==> src/rtl/uart_tx.sv <==
// Byte-wide UART transmitter: bus writes fill a small FIFO that is sent as 8N1 frames, LSB first.
// Define UART_TX_PARITY_EN to add an even-parity bit between the data bits and the stop bit.
module uart_tx #(
    parameter int FREQ  = 27000000,
    parameter int BAUD  = 115200,
    parameter int DEPTH = 4
) (
    input  logic       clk_i,
    input  logic       rst_i,
    input  logic       write_i,
    input  logic [7:0] val_i,
    output logic       tx_o,
    output logic       full_o,
    output logic       busy_o,
    output logic       overflow_o
);
    localparam int CLKS_PER_BIT = FREQ / BAUD;
    localparam int PW = $clog2(DEPTH);
    localparam int CW = $clog2(CLKS_PER_BIT);

`ifdef UART_TX_PARITY_EN
    typedef enum logic [2:0] {S_IDLE, S_START, S_DATA, S_PARITY, S_STOP} state_t;
`else
    typedef enum logic [2:0] {S_IDLE, S_START, S_DATA, S_STOP} state_t;
`endif

    state_t        state;
    logic [7:0]    mem [DEPTH];
    logic [PW-1:0] wr_ptr;
    logic [PW-1:0] rd_ptr;
    logic [PW:0]   count;
    logic [7:0]    shift;
    logic [2:0]    bit_idx;
    logic [CW-1:0] baud_cnt;
    logic          push;
    logic          pop;
    logic          bit_end;
`ifdef UART_TX_PARITY_EN
    logic          parity;
`endif

    // full is judged on the pre-edge count, so a write while full is dropped even if IDLE pops.
    assign full_o  = (count == (PW+1)'(DEPTH));
    assign push    = write_i && !full_o;
    assign pop     = (state == S_IDLE) && (count != '0);
    assign busy_o  = (state != S_IDLE) || (count != '0);
    assign bit_end = (baud_cnt == CW'(CLKS_PER_BIT - 1));

    always_ff @(posedge clk_i) begin
        if (push) begin
            mem[wr_ptr] <= val_i;
        end
    end

    always_ff @(posedge clk_i or posedge rst_i) begin
        if (rst_i) begin
            wr_ptr     <= '0;
            rd_ptr     <= '0;
            count      <= '0;
            overflow_o <= 1'b0;
        end else begin
            if (push) begin
                wr_ptr <= wr_ptr + PW'(1);
            end
            if (pop) begin
                rd_ptr <= rd_ptr + PW'(1);
            end
            if (push && !pop) begin
                count <= count + (PW+1)'(1);
            end else if (pop && !push) begin
                count <= count - (PW+1)'(1);
            end
            if (write_i && full_o) begin
                overflow_o <= 1'b1;
            end
        end
    end

    always_ff @(posedge clk_i or posedge rst_i) begin
        if (rst_i) begin
            state    <= S_IDLE;
            tx_o     <= 1'b1;
            shift    <= '0;
            bit_idx  <= '0;
            baud_cnt <= '0;
`ifdef UART_TX_PARITY_EN
            parity   <= 1'b0;
`endif
        end else begin
            case (state)
                S_IDLE: begin
                    tx_o <= 1'b1;
                    if (pop) begin
                        shift    <= mem[rd_ptr];
                        baud_cnt <= '0;
                        tx_o     <= 1'b0;
                        state    <= S_START;
`ifdef UART_TX_PARITY_EN
                        parity   <= ^mem[rd_ptr];
`endif
                    end
                end
                S_START: begin
                    if (bit_end) begin
                        baud_cnt <= '0;
                        tx_o     <= shift[0];
                        bit_idx  <= '0;
                        state    <= S_DATA;
                    end else begin
                        baud_cnt <= baud_cnt + CW'(1);
                    end
                end
                S_DATA: begin
                    if (bit_end) begin
                        baud_cnt <= '0;
                        if (bit_idx == 3'd7) begin
`ifdef UART_TX_PARITY_EN
                            tx_o  <= parity;
                            state <= S_PARITY;
`else
                            tx_o  <= 1'b1;
                            state <= S_STOP;
`endif
                        end else begin
                            // shift[1] is the next bit once this shift lands.
                            shift   <= shift >> 1;
                            tx_o    <= shift[1];
                            bit_idx <= bit_idx + 3'd1;
                        end
                    end else begin
                        baud_cnt <= baud_cnt + CW'(1);
                    end
                end
`ifdef UART_TX_PARITY_EN
                S_PARITY: begin
                    if (bit_end) begin
                        baud_cnt <= '0;
                        tx_o     <= 1'b1;
                        state    <= S_STOP;
                    end else begin
                        baud_cnt <= baud_cnt + CW'(1);
                    end
                end
`endif
                S_STOP: begin
                    if (bit_end) begin
                        baud_cnt <= '0;
                        state    <= S_IDLE;
                    end else begin
                        baud_cnt <= baud_cnt + CW'(1);
                    end
                end
                default: begin
                    tx_o  <= 1'b1;
                    state <= S_IDLE;
                end
            endcase
        end
    end
endmodule

==> config.mk <==
export PLATFORM = sky130hd
export DESIGN_NAME = uart_tx
export DESIGN_NICKNAME = d
export VERILOG_FILES = /design/src/rtl/uart_tx.sv
export SDC_FILE = /design/constraint.sdc
export NUM_CORES = 1
export LEC_CHECK = 0
export BUFFER_PORTS_ARGS = -buffer_cell sky130_fd_sc_hd__buf_2
export CELL_PAD_IN_SITES_DETAIL_PLACEMENT = 1
export CELL_PAD_IN_SITES_GLOBAL_PLACEMENT = 1
export CORE_AREA = 5 5 85 87
export DETAILED_ROUTE_END_ITERATION = 8
export DIE_AREA = 0 0 90 92
export PLACE_DENSITY = 0.74
export SETUP_SLACK_MARGIN = 0.02
export SLEW_MARGIN = 25
export SYNTH_ARGS = -nofsm -noshare
export SYNTH_HDL_FRONTEND = slang
export SYNTH_SLANG_ARGS = --single-unit
==> constraint.sdc <==
create_clock -name clk_i -period 1.8 [get_ports clk_i]
set_input_delay 0.36 -clock clk_i [delete_from_list [all_inputs] [get_ports clk_i]]
set_output_delay 0.36 -clock clk_i [all_outputs]
set_load 0.005 [all_outputs]
After elaboration in Yosys (flattened, before gate mapping)
Memory sizes are Yosys's and may differ from the RTL's. Index checks and enable logic that the tools add are counted. W data, S select, Z words.

Bits of input ports: 11. RAM bits: 32. Memories kept: 1. Logic and storage cells: 76. Output and inout port bits: 4. Register bits: 31.

Reduce and logical (&&, ||, !) cells: 22. Bitwise operators: 1. Equal/unequal tests: 12. Muxes and demuxes: 25. Add/sub/neg operators: 6.

Memory list: mem (words 4, width 8, rd ports 1, clocked after memory_dff 0, wr ports 1, line 28) `logic [7:0] mem [DEPTH];`.

Operators with widths (count): $mux W8 (5); $pmux W8 S2 (2); $mux W3 (9); $ne A2 B2 Y1 const B (6); $pmux W3 S4 (1); $add A8 B1 Y8 const B (1); $eq A8 B8 Y1 const B (1); $reduce_and A4 Y1 (2); $reduce_bool A2 Y1 (4); $add A3 B1 Y3 const B (2); $eq A3 B2 Y1 const B (2); $eq A3 B3 Y1 const B (2); $mux W1 (6); $pmux W3 S2 (1); $reduce_bool A3 Y1 (2); $logic_and A1 B1 Y1 (5); $reduce_and A5 Y1 (1); $add A2 B1 Y2 const B (2); $pmux W1 S4 (1); $eq A3 B1 Y1 const B (1); $logic_not A1 Y1 (3); $logic_not A3 Y1 (1); $reduce_and A3 Y1 (1); $reduce_or A3 Y1 (1); 4 further kinds (4).

Depth between registers and ports, before layout
Gate-level depths: netlist of the first run.

Word-level depth: 7. Mapped depth: 9. Gate-level depth less buffers: 9.

Worst setup path before layout of the first run
OpenSTA, ideal clock, no wires.

Path type: reg-to-reg. Start: register count[0]. End: register count[1]. Cell stages (with the launch flop): 8. Data arrival time: 1.987 ns. Setup slack: -0.312 ns. Library setup time: 0.125 ns. Clock period less this slack: 2.112 ns. Path buffers: 1. Data required time: 1.675 ns. Cells stage by stage: dfrtp_1 > nor3b_1 > nor2b_1 > clkbuf_1 > ha_1 > inv_1 > fa_1 > mux2_2.

Longest elaborated chain between the ends: 6. Elaborated cells between the ends (all ways): 14. Those cells by class: add/sub (2); eq/ne (1); mux (2); reduce/logical (9).

RTL lines: start, declared (line 31) `logic [PW:0] count;`; start signal, assigned (line 69) `count <= count + (PW+1)'(1);`; start signal, assigned (line 71) `count <= count - (PW+1)'(1);`; $eq A3 B3 Y1 (*) (line 43) `assign full_o = (count == (PW+1)'(DEPTH));`; via full_o (line 13) `output logic full_o,`; $logic_not A1 Y1 (*) (line 44) `assign push = write_i && !full_o;`; $logic_and A1 B1 Y1 (*) (line 44); via push (line 35) `logic push;`; $logic_not A1 Y1 (line 70) `end else if (pop && !push) begin`; $logic_and A1 B1 Y1 (line 70); $reduce_bool A2 Y1 (no line).

Mark *: on every way through the listed nets, which the timed path passes. The rest lies on a longest branch. The select of a mux whose other input is x is not followed. A chain may end at the register's enable or synchronous reset.

Final worst setup path of the first run
Start: register count[2]. End: output port busy_o.

Longest elaborated chain between the ends: 2.

RTL lines: $reduce_bool A3 Y1 (line 46) `assign busy_o = (state != S_IDLE) || (count != '0);`; $logic_or A1 B1 Y1 (line 46); end, declared (line 14) `output logic busy_o,`.

Every way passes these cells.

==> impl_metrics.env, run 1 <==
export IMPL_ys_seq_area_frac=0.602
export IMPL_num_io_pins=15
export IMPL_syn_to_final_growth_pct=33.9
export IMPL_fmax_ghz=0.514
export IMPL_num_vias=1910
export IMPL_rrSetupSlack_ns=-0.12
export IMPL_synth_adder_area_share=0.0686
export IMPL_max_stage_delay_ns=0.43
export IMPL_gp_congestion=0.737
export IMPL_grt_pass1_vias=2145
export IMPL_synthMuxAreaShare=0.138
export IMPL_wl_per_cell_um=21.7
export IMPL_postRouteAntennaNets=0
export IMPL_core_um2=6280
export IMPL_synth_compound_area_frac=0.0748
export IMPL_ys_top_cells_by_count="edfxtp_1 (32), dfrtp_1 (29), mux2_2 (16), ha_1 (14)"
export IMPL_grt_overflow=0
export IMPL_critical_path_max_fanout=4
export IMPL_syn_area_per_cell_um2=15.0
export IMPL_leakagePower_nw=1.57
export IMPL_grt_usage=0.173
export IMPL_hpwl_mm=4.23
export IMPL_grt_max_degree=31
export IMPL_powerDensity_nw_per_um2=1830
export IMPL_pre_cts_ws_ns=-0.176
export IMPL_fp_dieH_um=92
export IMPL_finalCritPeriodShare=1.08
export IMPL_path_class="reg2out"
export IMPL_antenna_found_initial=0
export IMPL_synthSimpleGateAreaFrac=0.0730
export IMPL_cts_tree="built"
export IMPL_ir_drop_uv=1060
export IMPL_synth_cells=190
export IMPL_clk_latency_ns=0.35
export IMPL_synthXorXnorAreaFrac=0.0215
export IMPL_initial_core_util=0.453
export IMPL_antenna_cells=0
export IMPL_vias_per_cell=5.65
export IMPL_setup_viol=13
export IMPL_layout_drive_gt1_share=0.494
export IMPL_port_buffers=14
export IMPL_h_tree_depth=3
export IMPL_cts_path_max_buffers=2
export IMPL_fillers=605
export IMPL_path_cells="buf_6 > nor4b_4 > inv_2 > buf_6 > buf_6"
export IMPL_drc=0
export IMPL_crit_top_cell="buf_6"
export IMPL_violations="setup timing"
export IMPL_clock_tree_root_cell="clkbuf_8"
export IMPL_synth_seq_cells=62
export IMPL_syn_nets=216
export IMPL_yosys_warnings=0
export IMPL_row_count=29
export IMPL_final_nets=282
export IMPL_synth_edf_count=32
export IMPL_drv_cap=0
export IMPL_syn_area_um2=2850
export IMPL_yosysMostFrequentCell="edfxtp_1"
export IMPL_crit_family="buffers and inverters"
export IMPL_ys_top_cells_by_area="edfxtp_1 (34%), dfrtp_1 (26%), mux2_2 (6.3%)"
export IMPL_fin_setup_tns_ns=-1.18
export IMPL_rsz0062_at_grt="yes"
export IMPL_dieArea_um2=8280
export IMPL_fin_skew_ns=0.0116
export IMPL_synth_top_cell_area_share=0.338
export IMPL_critPathBufInv=4
export IMPL_critPathLaunchType="flop"
export IMPL_wirelength_mm=7.33
export IMPL_worst_pin_slew_ns=0.426
export IMPL_status="complete, but fails checks"
export IMPL_power_w=0.00698
export IMPL_clkTransAtPathRegs_ns=0.08
export IMPL_arrival_ns=1.59
export IMPL_cts_sinks=62
export IMPL_grt_pass1_wl_mm=11.0
export IMPL_worst_r2r_cell_count=7
export IMPL_cpMaxStageDelayCell="dfrtp_1"
export IMPL_min_path_type="in2async"
export IMPL_die_width_um=90
export IMPL_endpoint_kind="output port"
export IMPL_slew_headroom=0.716
export IMPL_yosys_area_top_type="edfxtp_1"
export IMPL_finalHoldViolations=0
export IMPL_crit_required_ns=1.44
export IMPL_synth_distinct_cells=42
export IMPL_finalWorstSetupSlack_ns=-0.146
export IMPL_synthFlopType="edfxtp_1"
export IMPL_dr_pass1_iters=4
export IMPL_cts_inserted_buffers=9
export IMPL_drtIter0Drc=99
export IMPL_min_period_ns=1.95
export IMPL_synth_async_sr_flop_share=0.484
export IMPL_path_depth=5
export IMPL_synth_top_family_by_area="multiplexers"
export IMPL_slew_viol_final=0
==> power breakdown <==
group,internal [W],switching (W)
combinational,0.00185,0.00142
sequential,0.00196,0.000355
clock,0.000784,0.000598
total,0.00460,0.00238
==> path summary, 6_finish.rpt <==
check | end | start
max | busy_o | count[2]
min | baud_cnt[1] | rst_i
max reg2reg | shift[3] | count[2]
min reg2reg | overflow_o | overflow_o
max in group asynchronous | tx_o | rst_i
min in group clk_i | mem[1][2] | val_i[2]
==> sequential cells by signal, summed over array words and instances (netlist names) <==
name / count
rd_ptr: 2
overflow_o: 1
baud_cnt: 8
bit_idx: 3
count: 3
wr_ptr: 2
tx_o: 1
state: 2
shift: 8
mem: 32
==> kinds of logic (layout without fill, tap and decap cells) <==
kind of cell / count (synthesis) / in the layout
DFF: 62 / 62
and+or+nand+nor: 33 / 33
AOI/OAI and AO/OA: 31 / 32
muxes: 27 / 27
adders and majority gates: 15 / 15
buffers and inverters: 15 / 85
xor gates and xnor gates: 7 / 7
==> layout by cell type (no fill, tap or decap), drive strengths merged, types with 7 or more instances in the layout <==
| cell | n |
|---|---|
| buf | 59 |
| edfxtp | 32 |
| dfrtp | 29 |
| mux2 | 17 |
| ha | 14 |
| inv | 11 |
| clkbuf | 9 |
| mux4 | 8 |
| a21oi | 7 |
| o21ai | 7 |
==> area by class of cell <==
type	instances	area [µm²]	area share
clock buffers	9	124	0.0325
clock inverters	7	97.6	0.0256
inverters	10	37.5	0.00986
multi-input cells	114	1220	0.322
flip-flops and latches	62	1720	0.450
well taps	77	96.3	0.0253
repair buffers	59	513	0.135
==> what timing repair did <==
action                     4_1_cts  5_1_grt
setup endpoints to repair       12       17
hold buffers                     0        0
gates cloned                     0        1
setup buffers                    9        9
resized for setup               24       12
pin swaps                        3        3
==> worst register-to-register path, delay by kind of cell (launching register included) <==
| family | cells | cell delay [ns] |
|---|---|---|
| and+or+nand+nor | 2 | 0.40 |
| DFF | 1 | 0.43 |
| muxes | 1 | 0.31 |
| buffers and inverters | 3 | 0.50 |
| AOI/OAI and AO/OA | 1 | 0.19 |
==> metrics by stage <==
| step | instance area, µm² | util | instances | hold slack, ns |
|---|---|---|---|---|
| after floorplan | 2900 | - | 190 | 0.450 |
| after global placement | 3310 | 0.528 | 304 | 0.433 |
| after detailed placement | 3310 | 0.528 | 304 | 0.464 |
| after CTS | 3690 | 0.588 | 329 | 0.0874 |
| after global routing | 3810 | 0.607 | 338 | 0.0979 |
| final | 3810 | 0.607 | 338 | 0.0843 |
==> per-layer routing <==
layer,up-vias,track usage,routed length (µm)
li1,850,-,-
met1,993,0.190,2860
met2,48,0.310,3980
met3,19,0.0556,292
met4,0,0.0645,203
met5,-,0,0
(Power assumes the default switching activity.)
==> inputs of run 2 (changes only) <==
--- a/config.mk
+++ b/config.mk
@@ -6,14 +6,15 @@
 export NUM_CORES = 1
 export LEC_CHECK = 0
 export BUFFER_PORTS_ARGS = -buffer_cell sky130_fd_sc_hd__buf_2
+export CAP_MARGIN = 5
 export CELL_PAD_IN_SITES_DETAIL_PLACEMENT = 1
 export CELL_PAD_IN_SITES_GLOBAL_PLACEMENT = 1
-export CORE_AREA = 5 5 85 87
+export CORE_AREA = 5 5 94 79
 export DETAILED_ROUTE_END_ITERATION = 8
-export DIE_AREA = 0 0 90 92
+export DIE_AREA = 0 0 99 84
 export PLACE_DENSITY = 0.74
 export SETUP_SLACK_MARGIN = 0.02
-export SLEW_MARGIN = 25
+export SLEW_MARGIN = 20
 export SYNTH_ARGS = -nofsm -noshare
 export SYNTH_HDL_FRONTEND = slang
 export SYNTH_SLANG_ARGS = --single-unit
==> run 2 against run 1 <==
Against the previous run:
- the run still ends with setup timing left
- first-iteration DRC count is 26% lower
- non-clock buffer count grew 5
- combinational power is essentially flat
- via count shrank 5.5%
- total power fell by 3.0%
- clock-buffer cell count increased by 1
- flip-flop and latch count unchanged
- critical path depth grew 2
- final area fell by 0.46%
- largest power group unchanged
- core utilization shrank 2.5 points
- clock skew decreased by 0.0020 ns
==> impl_metrics.env, run 2 (synthesized netlist as in run 1, its figures left out) <==
export IMPL_num_io_pins=15
export IMPL_wirelength_mm=6.16
export IMPL_ir_drop_uv=1050
export IMPL_h_tree_depth=3
export IMPL_powerDensity_nw_per_um2=1790
export IMPL_top_regs="mem x32, baud_cnt x8, shift x8"
export IMPL_path_class="reg2reg"
export IMPL_slew_viol_final=0
export IMPL_drv_cap=0
export IMPL_finalCritPeriodShare=1.06
export IMPL_finalHoldViolations=0
export IMPL_stdcell_area_um2=3790
export IMPL_clkTransAtPathRegs_ns=0.08
export IMPL_largest_reg_flops=32
export IMPL_crit_required_ns=2.03
export IMPL_critical_path_max_fanout=4
export IMPL_finalWorstSetupSlack_ns=-0.116
export IMPL_postRouteAntennaNets=0
export IMPL_clock_tree_root_cell="clkbuf_8"
export IMPL_status="complete, but fails checks"
export IMPL_regMostFlops="mem"
export IMPL_antenna_cells=0
export IMPL_critPathLaunchType="flop"
export IMPL_post_dp_cell_area_um2=3340
export IMPL_r2r_start="count[0]"
export IMPL_endpoint_kind="flop"
export IMPL_grt_usage=0.164
export IMPL_setup_viol=10
export IMPL_clk_latency_ns=0.34
export IMPL_grt_pass1_wl_mm=10.4
export IMPL_grt_max_degree=31
export IMPL_die_width_um=99
export IMPL_core_um2=6520
export IMPL_syn_to_final_growth_pct=33.2
export IMPL_row_count=27
export IMPL_antenna_found_initial=0
export IMPL_wl_per_cell_um=17.5
export IMPL_min_period_ns=1.92
export IMPL_arrival_ns=2.15
export IMPL_initial_core_util=0.436
export IMPL_min_path_type="in2async"
export IMPL_fp_dieH_um=84
export IMPL_cts_tree="built"
export IMPL_violations="setup timing"
export IMPL_rsz0062_at_grt="yes"
export IMPL_cts_sinks=62
export IMPL_final_common_cell="buf_4"
export IMPL_dieArea_um2=8320
export IMPL_worst_pin_slew_ns=0.444
export IMPL_fin_skew_ns=0.00952
export IMPL_dr_pass1_iters=4
export IMPL_layout_drive_gt1_share=0.513
export IMPL_cts_hold_buf=0
export IMPL_gp_congestion=0.811
export IMPL_critPathLaunch="count[0]"
export IMPL_hpwl_mm=4.24
export IMPL_num_vias=1805
export IMPL_slew_headroom=0.701
export IMPL_fmax_ghz=0.522
export IMPL_vias_per_cell=5.13
export IMPL_leakagePower_nw=1.58
export IMPL_drc=0
export IMPL_cts_path_max_buffers=2
export IMPL_grt_overflow=0
export IMPL_grt_pass1_vias=1997
export IMPL_port_buffers=14
export IMPL_fin_setup_tns_ns=-0.555
export IMPL_final_nets=286
export IMPL_drtIter0Drc=73
export IMPL_final_cell_mix="buf_4 (41), edfxtp_1 (32), dfrtp_1 (26), buf_2 (12), ha_1 (11)"
export IMPL_cts_inserted_buffers=9
[run 2: changes by cell type in the layout (fill, tap and decap cells not counted), moves of 2 or more]
cell / change
and2_1: -3
and2_4: +3
buf_12: -3
buf_4: +9
ha_4: -2
inv_2: -2
[run 2: through the flow]
step,cells,setup slack [ns],utilization,hold WS [ns],total power [W]
final,352,-0.116,0.581,0.0927,0.00677
after CTS,352,-0.0935,0.573,0.0879,0.00666
after global placement,323,-0.0569,0.513,0.435,0.00482
after detailed placement,323,-0.131,0.513,0.446,0.00495
after global routing,352,-0.186,0.581,0.110,0.00724
after floorplan,190,-0.0834,-,0.450,0.00393
[run 2: final cells by class]
cell class,count,area (µm²)
inverter,10,40.0
clock buffer,10,128
timing repair buffer,64,509
fill,613,2730
sequential,62,1720
multi-input combinational,113,1220
clock inverter,6,71.3
tap,87,109
[run 2: where the power goes]
| group | internal (W) | switching (W) | total, W | leakage (nW) |
|---|---|---|---|---|
| Clock | 0.000649 | 0.000579 | 0.00123 | 0.0931 |
| Sequential | 0.00197 | 0.000314 | 0.00228 | 0.658 |
| Combinational | 0.00192 | 0.00134 | 0.00326 | 0.826 |
| Total | 0.00453 | 0.00224 | 0.00677 | 1.58 |
[run 2: path summary, 6_finish.rpt]
| check | endpoint | slack [ns] | cells after the start |
|---|---|---|---|
| worst min register to register | overflow_o | 0.46 | 1 |
| worst min-delay path | count[1] | 0.09 | 3 |
| worst max-delay path | count[1] | -0.12 | 7 |
| worst max register to register | count[1] | -0.12 | 7 |
| min in group clk_i | overflow_o | 0.23 | 2 |
| max in group asynchronous | tx_o | 1.37 | 3 |
[run 2: timing repair]
item                       CTS  global route
setup buffers               13             6
cloned                       0             0
pin swaps                    5             9
gates resized for setup     24            17
setup endpoints to repair   10            47
[run 2: worst max-delay path, stage by stage, from the launching register on]
cell and delay [ns]:
dfrtp_2 0.46, buf_6 0.13, nor3b_4 0.22, nor2b_2 0.09, ha_4 0.17, inv_2 0.05, fa_2 0.42, mux2_4 0.27
[run 2: layer usage]
layer  global-route usage  up-vias  wire length (µm)
met5                    0        -                 0
met4               0.0521        0                59
met3               0.0535        5               144
met2                0.266       15              3140
met1                0.206      933              2810
li1                     -      852                 -
